==> config.mk <==
export PLATFORM = sky130hd
export DESIGN_NAME = vsi_leg_seq
export DESIGN_NICKNAME = d
export VERILOG_FILES = /design/src/rtl/vsi_pkg.sv /design/src/rtl/vsi_deadtime.sv /design/src/rtl/vsi_leg_seq.sv
export SDC_FILE = /design/constraint.sdc
export NUM_CORES = 1
export LEC_CHECK = 0
export CORE_UTILIZATION = 35
export DETAILED_ROUTE_END_ITERATION = 10
export GPL_TIMING_DRIVEN = 0
export PLACE_DENSITY = 0.57
export SLEW_MARGIN = 20
export SYNTH_ARGS = -nofsm -noshare
export SYNTH_HDL_FRONTEND = slang
export SYNTH_SLANG_ARGS = --single-unit
==> constraint.sdc <==
create_clock -name clk -period 1.85 [get_ports clk]
set_input_delay 0.185 -clock clk [delete_from_list [all_inputs] [get_ports clk]]
set_output_delay 0.185 -clock clk [all_outputs]
set_load 0.05 [all_outputs]
==> src/rtl/vsi_pkg.sv <==
// Purpose: shared state codes and default timing constants for the inverter-leg sequencer.
// Latency: n/a (type and constant definitions only).
// Backpressure: n/a.
package vsi_pkg;

  // Encodings are visible on the state output, so the values are fixed.
  typedef enum logic [1:0] {
    ST_IDLE  = 2'd0,
    ST_BOOT  = 2'd1,
    ST_RUN   = 2'd2,
    ST_FAULT = 2'd3
  } state_t;

  localparam int DT_CYCLES_DEF   = 3;
  localparam int BOOT_CYCLES_DEF = 20;
  localparam int CNT_W_DEF       = 8;

endpackage

==> src/rtl/vsi_deadtime.sv <==
// Purpose: dead-time insertion between the PWM level and the complementary gate pair.
// Latency: gates follow a steady s_in one edge later; a level change costs DT_CYCLES gates-off cycles.
// Backpressure: none; s_in is sampled every cycle, pulses shorter than DT_CYCLES are swallowed.
//
// Ports:
//   clk, rst  clock and asynchronous active-high reset
//   active    1 while the leg is in RUN; 0 holds gates off, lvl=0, counter=0
//   s_in      requested level (1 = high side, 0 = low side)
//   gh, gl    registered high-side / low-side gate commands
module vsi_deadtime #(
  parameter int DT_CYCLES = 3,
  parameter int CNT_W     = 8
) (
  input  logic clk,
  input  logic rst,
  input  logic active,
  input  logic s_in,
  output logic gh,
  output logic gl
);

  localparam logic [CNT_W-1:0] DT_LAST = CNT_W'(DT_CYCLES);

  logic             lvl;
  logic [CNT_W-1:0] cnt;

  // cnt holds the number of consecutive mismatching samples; the gates have
  // been off for exactly cnt cycles when cnt reaches DT_LAST, so the new
  // side may turn on at that edge.
  always_ff @(posedge clk or posedge rst) begin
    if (rst) begin
      lvl <= 1'b0;
      cnt <= '0;
      gh  <= 1'b0;
      gl  <= 1'b0;
    end else if (!active) begin
      lvl <= 1'b0;
      cnt <= '0;
      gh  <= 1'b0;
      gl  <= 1'b0;
    end else if (s_in == lvl) begin
      // Steady, or a short pulse ended: restore the applied side.
      cnt <= '0;
      gh  <= lvl;
      gl  <= ~lvl;
    end else if (cnt == DT_LAST) begin
      lvl <= s_in;
      cnt <= '0;
      gh  <= s_in;
      gl  <= ~s_in;
    end else begin
      gh <= 1'b0;
      gl <= 1'b0;
      if (cnt != {CNT_W{1'b1}}) begin
        cnt <= cnt + 1'b1;
      end
    end
  end

endmodule

==> src/rtl/vsi_leg_seq.sv <==
// Purpose: inverter-leg sequencer: bootstrap precharge, dead-time gated RUN, latched fault shutdown.
// Latency: all outputs registered; state, gate and enable changes appear one edge after the cause.
// Backpressure: none; fault overrides en=0, which overrides normal progression, every cycle.
//
// Ports:
//   clk, rst   clock and asynchronous active-high reset (reset forces gates off at once)
//   en         run request (level)
//   s_in       raw PWM level from the comparator
//   fault      external overcurrent/desat fault (level)
//   clr_fault  fault acknowledge (level), honoured only once fault has dropped
//   pwm_en     comparator enable, high only in RUN
//   gh, gl     high-side / low-side gate commands
//   state      current state code (IDLE=0, BOOT=1, RUN=2, FAULT=3)
//   fault_lat  latched fault flag
module vsi_leg_seq
  import vsi_pkg::*;
#(
  parameter int DT_CYCLES   = DT_CYCLES_DEF,
  parameter int BOOT_CYCLES = BOOT_CYCLES_DEF,
  parameter int CNT_W       = CNT_W_DEF
) (
  input  logic       clk,
  input  logic       rst,
  input  logic       en,
  input  logic       s_in,
  input  logic       fault,
  input  logic       clr_fault,
  output logic       pwm_en,
  output logic       gh,
  output logic       gl,
  output logic [1:0] state,
  output logic       fault_lat
);

  // Counter starts at 0 on the first BOOT cycle, so the edge that ends
  // BOOT_CYCLES cycles of gl=1 sees BOOT_CYCLES-1.
  localparam logic [CNT_W-1:0] BOOT_LAST = CNT_W'(BOOT_CYCLES - 1);

  state_t           state_q;
  state_t           state_nx;
  logic [CNT_W-1:0] boot_cnt;
  logic             boot_gl_q;
  logic             pwm_en_q;
  logic             fault_lat_q;
  logic             dt_active;
  logic             dt_gh;
  logic             dt_gl;

  always_comb begin
    state_nx = state_q;
    if (fault) begin
      state_nx = ST_FAULT;
    end else begin
      case (state_q)
        ST_IDLE:  if (en) state_nx = ST_BOOT;
        ST_BOOT: begin
          if (!en)                        state_nx = ST_IDLE;
          else if (boot_cnt == BOOT_LAST) state_nx = ST_RUN;
        end
        ST_RUN:   if (!en) state_nx = ST_IDLE;
        ST_FAULT: if (clr_fault) state_nx = ST_IDLE;
        default:  state_nx = ST_IDLE;
      endcase
    end
  end

  // Driven from the next state so the dead-time flops load on the same edge
  // as the state change: the low side stays on seamlessly from BOOT into
  // RUN, and fault / en=0 turn the gates off with one-cycle latency.
  assign dt_active = (state_nx == ST_RUN);

  always_ff @(posedge clk or posedge rst) begin
    if (rst) begin
      state_q     <= ST_IDLE;
      boot_cnt    <= '0;
      boot_gl_q   <= 1'b0;
      pwm_en_q    <= 1'b0;
      fault_lat_q <= 1'b0;
    end else begin
      state_q     <= state_nx;
      boot_gl_q   <= (state_nx == ST_BOOT);
      pwm_en_q    <= (state_nx == ST_RUN);
      fault_lat_q <= (state_nx == ST_FAULT);
      // Held at zero outside BOOT, so every BOOT entry starts a full precharge.
      if (state_nx != ST_BOOT) begin
        boot_cnt <= '0;
      end else if (state_q == ST_BOOT && boot_cnt != {CNT_W{1'b1}}) begin
        boot_cnt <= boot_cnt + 1'b1;
      end
    end
  end

  vsi_deadtime #(
    .DT_CYCLES (DT_CYCLES),
    .CNT_W     (CNT_W)
  ) u_deadtime (
    .clk    (clk),
    .rst    (rst),
    .active (dt_active),
    .s_in   (s_in),
    .gh     (dt_gh),
    .gl     (dt_gl)
  );

  // Both gate sources are flops and mutually exclusive: the dead-time block
  // is cleared whenever the leg is not in RUN, and boot_gl_q is set only in BOOT.
  assign gh        = dt_gh;
  assign gl        = dt_gl | boot_gl_q;
  assign pwm_en    = pwm_en_q;
  assign state     = state_q;
  assign fault_lat = fault_lat_q;

endmodule

==> summary.txt <==
Status
  – Status: finished, final reports clean

Worst setup path
  – Slowest CP cell: dfrtp_2
  – Crit. End Element: flip-flop
  – Worst EP arrival: 1.99 ns
  – Required @ worst endpoint: 2.08 ns
  – Setup Crit Path Kind: flip-flop to flip-flop
  – Setup crit start kind: flip-flop
  – Largest stage delay on the critical path: 0.46 ns
  – Crit path cell chain: and3b_1 -> a211o_1 -> a211o_2 -> buf_6 -> nor4_4
  – CP max FO: 10

Floorplan
  – Top-Level Pins: 12
  – Starting Density: 37.10%
  – Core area: 3390 µm²
  – Die height: 61.94 µm
  – Die area: 3837 µm²
  – Die Wd: 61.94 µm
  – Row count: 21

Place
  – Placed Cells: 179
  – Dpl cell area: 1428 µm²
  – Placer congestion estimate: 0.8170
  – Pre-CTS setup slack: -0.1198 ns
  – Input/output buffers: 11
  – Final HPWL DP: 1583 µm

Yosys
  – Largest family of logic cells by synthesized area: simple AND/OR/NAND/NOR gates
  – Mean post-synth cell area: 10.31 µm²
  – Post-synthesis async set-or-reset flop share: 100.0%
  – Ys flop type: dfrtp_1
  – Syn nets: 130
  – Yosys top cell area share: 47.76%
  – EDFF count, synth: 0
  – Synth Area in XOR/XNOR: 4.179%
  – Post-Synth Simple-Gate Area: 25.17%
  – Compound-cell area share of the yosys netlist: 14.33%
  – Synth Area in Adders: 1.990%
  – Yosys warns: 0
  – #FFs+latches synth: 24
  – Mux contribution to synthesized area: 3.184%
  – Synth cell types: 40
  – Area contributors post-synth: dfrtp_1 48%, xor2_1 4.2%, nor3_1 3.6%
  – Sequential-to-total area share from yosys stat: 47.76%
  – Syn Std Cell Area: 1257 µm²
  – Area leader, netlist: dfrtp_1
  – Post-Synthesis Cells: 122

Routing
  – Total number of vias: 958
  – Wire per inst: 12.15 µm
  – Vias per cell: 5.178
  – Initial drt markers: 52
  – Total wire length: 2247 µm
  – DR DRC count: 0
  – Final ANT Viol Nets: 0
  – Drt pass-1 iters: 4

Timing
  – Slew headroom: 39.59%
  – PnR worst setup slack: 0.08139 ns
  – Post-layout min period: 1.769 ns
  – Slew @ Worst Pin: 0.9052 ns
  – Max frequency: 565.4 MHz
  – Fin crit share: 95.60%
  – Clock Skew: 0.01100 ns
  – Final setup violation count: 0
  – Final hold violation count: 0
  – Slew Limit Fails: 0

Finish
  – Share of cells above drive strength 1: 17.99%
  – Nets@finish: 148
  – Area Overhead vs Synth: 18.51%
  – Diode count: 0
  – Finished Layout Cells: 185
  – Final non-filler cell area: 1490 µm²

Clocking
  – Hold_buf cts: 0
  – Reg clk slew, reported paths: 0.14 ns
  – TritonCTS buffer count: 3
  – CTS tree: built
  – CTS H-Tree Depth: 1
  – Clk sinks: 24
  – Bufs on Longest Clock Path: 2
  – Worst-skew pair later-pin latency: 0.32 ns
  – Root buffer cell: clkbuf_4

Pwr
  – Leakage: 0.0006308 µW
  – Power Dens Cells: 676.1 nW/µm²
  – Worst VDD drop: 0.4475 mV

Global route
  – Grt ovf: 0
  – Routing usage on met2: 22.95%
  – Largest net degree at the start of global routing: 25
  – Vias in the first global route: 898
  – GR Util met3: 3.727%
  – GR Util All Layers: 13.46%
  – GRT busiest layer: met2
  – Initial antenna violation count: 0
  – Grt met1 use: 16.88%
  – Global-route wire length before repair: 3795 µm

Hold path
  – Hold WC Path Type: input port to asynchronous set/reset pin

Flow run
  – Maxcap violations: 0
==> flip-flops by register name (all words and copies together), names as in the netlist <==
register        count
u_deadtime.lvl      1
boot_gl_q           1
u_deadtime.gl       1
u_deadtime.cnt      8
pwm_en              1
u_deadtime.gh       1
state               2
fault_lat           1
boot_cnt            8
==> cells in the final DEF, fill, tap and decap left out, types with 2 or more instances in the layout <==
cell type	instances
a211oi_2	2
a21oi_1	5
a31oi_1	3
and3_1	2
buf_4	2
clkbuf_4	3
clkdlybuf4s50_1	10
dfrtp_1	22
dfrtp_2	2
inv_1	7
mux2i_1	4
nand2_1	6
nand3_1	5
nand4_1	3
nor2_1	9
nor3_1	9
nor4_1	2
o211ai_1	2
o21ai_0	3
o31ai_1	2
or2_2	4
or4_1	2
xor2_1	6
==> cell type report <==
class	instances	area, µm²
Buffer	2	16.27
Clock buffer	4	36.28
Fill cell	328	1899
Inverter	7	26.28
Multi-Input combinational cell	89	626.9
Sequential cell	24	603.1
Tap cell	46	57.56
Timing Repair Buffer	13	123.9
==> report_power, final <==
group	switching, µW	total [µW]	leakage (µW)	internal, µW
Sequential	11.6	553	0.000321	541
Clock	158	278	0.0000210	120
Combinational	111	177	0.000288	66.1
Total	280	1010	0.000631	727
==> cell usage after synthesis (2+ instances only) <==
cell type / n
nand2_1: 6
or4_1: 2
nor2_1: 9
nor3_1: 9
ha_1: 2
a211oi_2: 2
dfrtp_1: 24
nand4_1: 3
o31ai_1: 2
nor4_1: 2
nand3_1: 5
and3_1: 2
inv_1: 7
o211ai_1: 2
mux2i_1: 4
a31oi_1: 3
or2_2: 4
a21oi_1: 5
xor2_1: 6
o21ai_0: 3
==> per-layer routing <==
| layer | vias to the layer above | share of wire (%) |
|---|---|---|
| met5 | - | 0 |
| met4 | 0 | 0.53 |
| met3 | 2 | 3.5 |
| met2 | 16 | 47 |
| met1 | 453 | 49 |
| li1 | 487 | - |
==> critical path: cells and delay by family (launching register included) <==
family          cells  cell delay (ns)
compound gates      2             0.63
buf+inv             1             0.16
flops               1             0.46
simple gates        2             0.43
==> what timing repair did <==
item	CTS	global route
gates cloned	0	0
buffers inserted	0	2
endpoints found under the setup margin	1	6
resized for setup	1	2
==> final timing paths <==
path	start	to	slack (ns)	cells after the start
max	state[0]$_DFF_PP0_	u_deadtime.cnt[4]$_DFFE_PP0P_	0.08	5
max in group asynchronous	rst	state[1]$_DFF_PP0_	0.90	2
max reg2reg	state[0]$_DFF_PP0_	u_deadtime.cnt[4]$_DFFE_PP0P_	0.08	5
min reg2reg	u_deadtime.lvl$_DFFE_PP0P_	u_deadtime.gl$_DFF_PP0_	0.55	1
min in group clk	s_in	u_deadtime.gl$_DFF_PP0_	0.50	2
min	rst	u_deadtime.cnt[7]$_DFFE_PP0P_	0.35	2
==> logic make-up (layout without fill, tap and decap cells) <==
family,Yosys count,count (layout)
compound gates,24,24
xor+xnor,6,6
fa+ha+maj,2,2
buf+inv,9,26
flops,24,24
mux,4,4
simple gates,53,53
==> stage by stage <==
stage / hold WS, ns / total power (µW) / util, % / setup TNS [ns]
final: 0.3456 / 1008 / 43.96 / 0
after global routing: 0.4384 / 1059 / 43.96 / -0.003011
after CTS: 0.3799 / 1023 / 43.15 / 0
after detailed placement: 0.5378 / 738.4 / 42.12 / -0.6825
after global placement: 0.5207 / 735.9 / 42.12 / -0.3059
after floorplan: 0.1995 / 681.0 / - / 0
No activity file was read; power rests on OpenSTA's default activity.
==> patch 1, RTL diff (same flow settings) <==
Register the inputs `en`, `s_in`, `fault` and `clr_fault` before use, cleared by the reset. The logic sees them one clock later. Comments in the files are not updated.
--- a/src/rtl/vsi_leg_seq.sv
+++ b/src/rtl/vsi_leg_seq.sv
@@ -37,4 +37,23 @@
   localparam logic [CNT_W-1:0] BOOT_LAST = CNT_W'(BOOT_CYCLES - 1);
 
+  logic en_q;
+  logic s_q;
+  logic fault_q;
+  logic clr_fault_q;
+
+  always_ff @(posedge clk or posedge rst) begin
+    if (rst) begin
+      en_q        <= '0;
+      s_q         <= '0;
+      fault_q     <= '0;
+      clr_fault_q <= '0;
+    end else begin
+      en_q        <= en;
+      s_q         <= s_in;
+      fault_q     <= fault;
+      clr_fault_q <= clr_fault;
+    end
+  end
+
   state_t           state_q;
   state_t           state_nx;
@@ -49,15 +68,15 @@
   always_comb begin
     state_nx = state_q;
-    if (fault) begin
+    if (fault_q) begin
       state_nx = ST_FAULT;
     end else begin
       case (state_q)
-        ST_IDLE:  if (en) state_nx = ST_BOOT;
+        ST_IDLE:  if (en_q) state_nx = ST_BOOT;
         ST_BOOT: begin
-          if (!en)                        state_nx = ST_IDLE;
+          if (!en_q)                        state_nx = ST_IDLE;
           else if (boot_cnt == BOOT_LAST) state_nx = ST_RUN;
         end
-        ST_RUN:   if (!en) state_nx = ST_IDLE;
-        ST_FAULT: if (clr_fault) state_nx = ST_IDLE;
+        ST_RUN:   if (!en_q) state_nx = ST_IDLE;
+        ST_FAULT: if (clr_fault_q) state_nx = ST_IDLE;
         default:  state_nx = ST_IDLE;
       endcase
@@ -98,5 +117,5 @@
     .rst    (rst),
     .active (dt_active),
-    .s_in   (s_in),
+    .s_in   (s_q),
     .gh     (dt_gh),
     .gl     (dt_gl)
Function: changed (a bounded check fails within 4 cycles, from zero or initial values and one cycle with rst high).
==> patch 1 against the unedited design <==
- total power grew 18%
- critical path type is now flop to output pin
- setup slack lost 49 ps
- synthesized area grew 13%
- wire length grew 11%
- core utilization is essentially flat
- sequential cell count grew 4
- clock skew shrank 9.1 ps
- first-iteration DRC count grew 58%
- cell area grew 11%
==> patch 1: results (changes against the unedited design) <==
worst_setup_path:
  endpoint: "gl"  # was u_deadtime.cnt[4]
  r2r-start: "boot_cnt[0]"  # was state[0]
  crit_path_max_fanout: 1  # was 10
  r2r_end: "u_deadtime.cnt[3]"  # was u_deadtime.cnt[4]
  r2r_cells: 6  # was 5
  crit_start: "boot_gl_q"  # was state[0]
  worstPathArrival_ps: 1630  # was 1990 ps
detailed_routing:
  drtIter0Drc: 82  # was 52
  wl_um: 2490  # was 2250 um
  routed-via-count: 1045  # was 958
  avgRoutedWirePerCell_um: 12.8  # was 12.1 um
place:
  placed_cells: 191  # was 179
  gp_congestion: 0.827  # was 0.817
  hpwl_um: 1770  # was 1580 um
grt:
  grt_pass1_wl_um: 4300  # was 3800 um
  grt.total_usage_pct: 13.0  # was 13.5%
  grt_max_degree: 29  # was 25
  grt_pass1_vias: 971  # was 898
timing:
  finClkSkew_ps: 1.93  # was 11.0 ps
  tightest_slew_ps: 586  # was 905 ps
final_layout:
  finalNetCount: 156  # was 148
  num-fill-cells: 348  # was 328
  drive_above_1_share_pct: 16.3  # was 18.0%
clock_tree:
  clk_pin_slew_worst_paths_ps: 100  # was 140 ps
  cts_root_buf: "clkbuf_8"  # was clkbuf_4
  post_cts_resized: 2  # was 1
  post_cts_buffers: 0  # unchanged
  clock_latency_ps: 270  # was 320 ps
logic_synthesis:
  synth_mux_area_share_pct: 3.54  # was 3.18%
  yosys-top-cells-area: "dfrtp_1 (50%), nor3_1 (3.9%), mux2i_1 (3.5%), o21ai_0 (3.2%), xor2_1 (2.5%)"  # was dfrtp_1 (48%), xor2_1 (4.2%), nor3_1 (3.6%), mux2i_1 (3.2%), nor2_1 (2.7%)
  syn_nets: 140  # was 130
  synthAdderAreaFrac_pct: 1.77  # was 1.99%
  yosys-top-cells-count: "dfrtp_1 (28), nor3_1 (11), o21ai_0 (9)"  # was dfrtp_1 (24), nor2_1 (9), nor3_1 (9)
  syn_inst: 132  # was 122
  synth-seq-area-share_pct: 49.5  # was 47.8%
  synth-xor-area-share_pct: 2.48  # was 4.18%
  synth_compound_area_share_pct: 13.6  # was 14.3%
outcome:
  status: "finished clean"  # unchanged
power:
  ir_drop_v: 0.000266  # was 0.000448 V
  p_leak_uw: 0.000686  # was 0.000631 uW
[patch 1: cell count changes in the layout (fill, tap and decap cells not counted), moves of 3 or more]
| cell | unedited run | this run |
|---|---|---|
| dfrtp_1 | 22 | 28 |
| o21ai_0 | 3 | 9 |
| nand2_1 | 6 | 3 |
| clkbuf_4 | 3 | 0 |
| nand2b_1 | 0 | 4 |
| clkbuf_8 | 1 | 4 |
| or2_2 | 4 | 1 |
[patch 1: through the flow]
step	power [uW]	area (um2)	worst slack (ps)	setup TNS, ps
CTS	1190	1640	23.0	0
finish	1180	1660	32.4	0
detailed placement	813	1590	16.9	0
global route	1240	1660	-3.92	-3.92
floorplan	760	1420	148	0
global placement	811	1590	57.6	0
[patch 1: layer usage]
metal  global-route usage, %  vias to the layer above  share of wire, %
li1                        -                      518                 -
met1                    18.2                      505                52
met2                    19.1                       18                44
met3                    2.08                        4               2.1
met4                    6.52                        0               1.6
met5                       0                        -                 0
[patch 1: worst min-delay path by stage]
stage / startpoint / end / slack, ps / cells past startpoint
3_5_place_dp: s_q / u_deadtime.gl / 520 / 1
6_report: rst / boot_cnt[0] / 290 / 2
4_1_cts: fault / fault_q / 340 / 1
2_1_floorplan: clr_fault / clr_fault_q / 220 / 0
5_1_grt: fault / fault_q / 330 / 1
3_3_place_gp: s_q / u_deadtime.gl / 500 / 1
[patch 1: cell type report]
cell class,count,area share (%)
Buffer,3,1.28
Multi-Input combinational cell,93,41.2
Inverter,8,1.81
Tap cell,48,3.62
Sequential cell,28,42.2
Timing Repair Buffer,11,6.56
Clock buffer,4,3.32
[patch 1: report_power, final]
group | switching [uW] | internal, uW
registers | 18.2 | 628
logic | 99.7 | 56.7
clock network | 191 | 190
[patch 1: worst max-delay path, cell delays in order (launching register included)]
cell             delay (ps)
dfrtp_1                 360
or2_2                   300
clkdlybuf4s50_1         700
==> patch 2, RTL diff (config.mk and constraints unchanged) <==
Without the edit above. The package constant `CNT_W_DEF` goes from 8 to 6.
--- a/src/rtl/vsi_pkg.sv
+++ b/src/rtl/vsi_pkg.sv
@@ -14,5 +14,5 @@
   localparam int DT_CYCLES_DEF   = 3;
   localparam int BOOT_CYCLES_DEF = 20;
-  localparam int CNT_W_DEF       = 8;
+  localparam int CNT_W_DEF       = 6;
 
 endpackage
Behaviour: no difference found for any inputs over 10 cycles, from zero or initial values and one cycle with rst high; that may be too few to reach the edited logic, so the function may still have changed.
==> patch 2 against the unedited design <==
- clock skew fell by 7.2 ps
- final cell count fell by 24%
- combinational power fell by 44%
- setup slack improved by 37 ps
- sequential cell count fell by 4
- core utilization rose by 2.2 points
- synthesized area fell by 21%
- cell area fell by 20%
- wire length fell by 22%
- total power fell by 25%
- critical path depth rose by 1
- count of clock-buffer cells in the layout fell by 1
- global-route usage fell by 0.72 points
- largest cell class is now sequential cells
- highest routed layer unchanged
==> patch 2: results (changes against the unedited design) <==
grt:
  grt.total_usage_pct: 12.7  # was 13.5%
  antenna_found_initial: 0  # unchanged
  grt_pass1_wl_um: 3060  # was 3800 um
  grt_pass1_vias: 706  # was 898
  grt_max_degree: 21  # was 25
detailed_routing:
  dr.pass1.iters: 4  # unchanged
  drtIter0Drc: 16  # was 52
  routed-via-count: 723  # was 958
  avgRoutedWirePerCell_um: 12.6  # was 12.1 um
logic_synthesis:
  synth-seq-area-share_pct: 50.4  # was 47.8%
  async_flop_share_pct: 100  # unchanged
  yosys-top-cells-area: "dfrtp_1 (50%), nor2_1 (4.2%), mux2i_1 (4.0%), nand4_1 (3.2%), nand2_1 (2.6%)"  # was dfrtp_1 (48%), xor2_1 (4.2%), nor3_1 (3.6%), mux2i_1 (3.2%), nor2_1 (2.7%)
  syn_nets: 103  # was 130
  ys_warn_count: 0  # unchanged
  synth_top_flop_cell: "dfrtp_1"  # unchanged
  yosys-top-cells-count: "dfrtp_1 (20), nor2_1 (11), nand2_1 (7)"  # was dfrtp_1 (24), nor2_1 (9), nor3_1 (9)
  synth_cell_types: 36  # was 40
place:
  gp_congestion: 0.738  # was 0.817
  hpwl_um: 1220  # was 1580 um
  port-buffer-count: 11  # unchanged
timing:
  finClkSkew_ps: 3.81  # was 11.0 ps
  hold_ws_ps: 311  # was 346 ps
  tightest_slew_ps: 767  # was 905 ps
final_layout:
  finalNetCount: 120  # was 148
  drive_above_1_share_pct: 12.7  # was 18.0%
  antenna_cells: 0  # unchanged
min_path:
  hp-class: "input pin to async pin"  # unchanged
power:
  p_leak_uw: 0.000538  # was 0.000631 uW
  ir_drop_v: 0.000411  # was 0.000448 V
clock_tree:
  clock_latency_ps: 300  # was 320 ps
  cts_max_level: 1  # unchanged
  cts_buffers: 3  # unchanged
  clockBufferDepth: 2  # unchanged
  clk_pin_slew_worst_paths_ps: 110  # was 140 ps
  cts_root_buf: "clkbuf_4"  # unchanged
worst_setup_path:
  r2r_end: "boot_cnt[2]"  # was u_deadtime.cnt[4]
  reg2reg_slack_ps: 120  # was 80 ps
  r2r-start: "boot_cnt[0]"  # was state[0]
  worstPathArrival_ps: 1960  # was 1990 ps
  r2r_cells: 6  # was 5
  crit_path_max_fanout: 7  # was 10
outcome:
  status: "finished clean"  # unchanged
## patch 2: critical path, cell delays in order (launching register included)
cell,delay [ps]
dfrtp_1,450
ha_4,200
nor2b_1,140
and4_1,210
or3b_1,360
buf_6,150
nor3_4,150
## patch 2: cells by family (layout without fill, tap and decap cells)
| group | Yosys count | in the layout | synth area share [%] |
|---|---|---|---|
| flip-flops | 20 | 20 | 50.4 |
| adder cells (fa/ha/maj) | 2 | 2 | 2.52 |
| AO/OA/AOI/OAI | 12 | 12 | 8.45 |
| multiplexers | 4 | 4 | 4.04 |
| AND/OR/NAND/NOR | 48 | 48 | 28.4 |
| buffers and inverters | 5 | 20 | 2.65 |
| XOR/XNOR | 4 | 4 | 3.53 |
## patch 2: worst max-delay path by stage
stage / from / cells past startpoint / slack, ps / endpoint
after CTS: boot_cnt[0] / 6 / 20 / boot_cnt[2]
after global routing: boot_cnt[0] / 6 / 1 / boot_cnt[2]
after global placement: boot_cnt[0] / 6 / 50 / boot_cnt[2]
after detailed placement: boot_cnt[0] / 6 / 50 / boot_cnt[2]
after floorplan: boot_cnt[0] / 6 / 160 / boot_cnt[2]
final: boot_cnt[0] / 6 / 120 / boot_cnt[2]
## patch 2: what timing repair did
item,CTS,global route
setup endpoints to repair,1,9
resized for setup,1,3
buffers inserted,0,1
## patch 2: area by class of cell
class	count	area (um2)
inverters	4	15.0
plain buffers	1	11.3
repair buffers	12	116
fillers	249	1380
flip-flops and latches	20	500
multi-input cells	70	483
well taps	30	37.5
clock buffers	3	22.5
## patch 2: power breakdown
group	internal, uW	switching, uW	total, uW
combinational	38.4	61.5	100
clock	75.8	127	203
sequential	446	6.72	452
total	560	195	755
## patch 2: layer usage
layer,GRT usage [%],wire (um),vias to the layer above
met1,15.6,822,344
li1,-,-,370
met2,21.5,882,7
met3,4.92,46,2
met4,2.14,10,0
met5,0,0,-
## patch 2: metrics by stage
stage / utilization [%] / area (um2) / setup WS [ps] / cells
final: 46.2 / 1190 / 119 / 140
after global routing: 46.2 / 1190 / 0.971 / 140
after detailed placement: 44.4 / 1140 / 50.2 / 136
after CTS: 45.2 / 1160 / 16.2 / 139
after floorplan: - / 992 / 156 / 95
after global placement: 44.4 / 1140 / 50.3 / 136
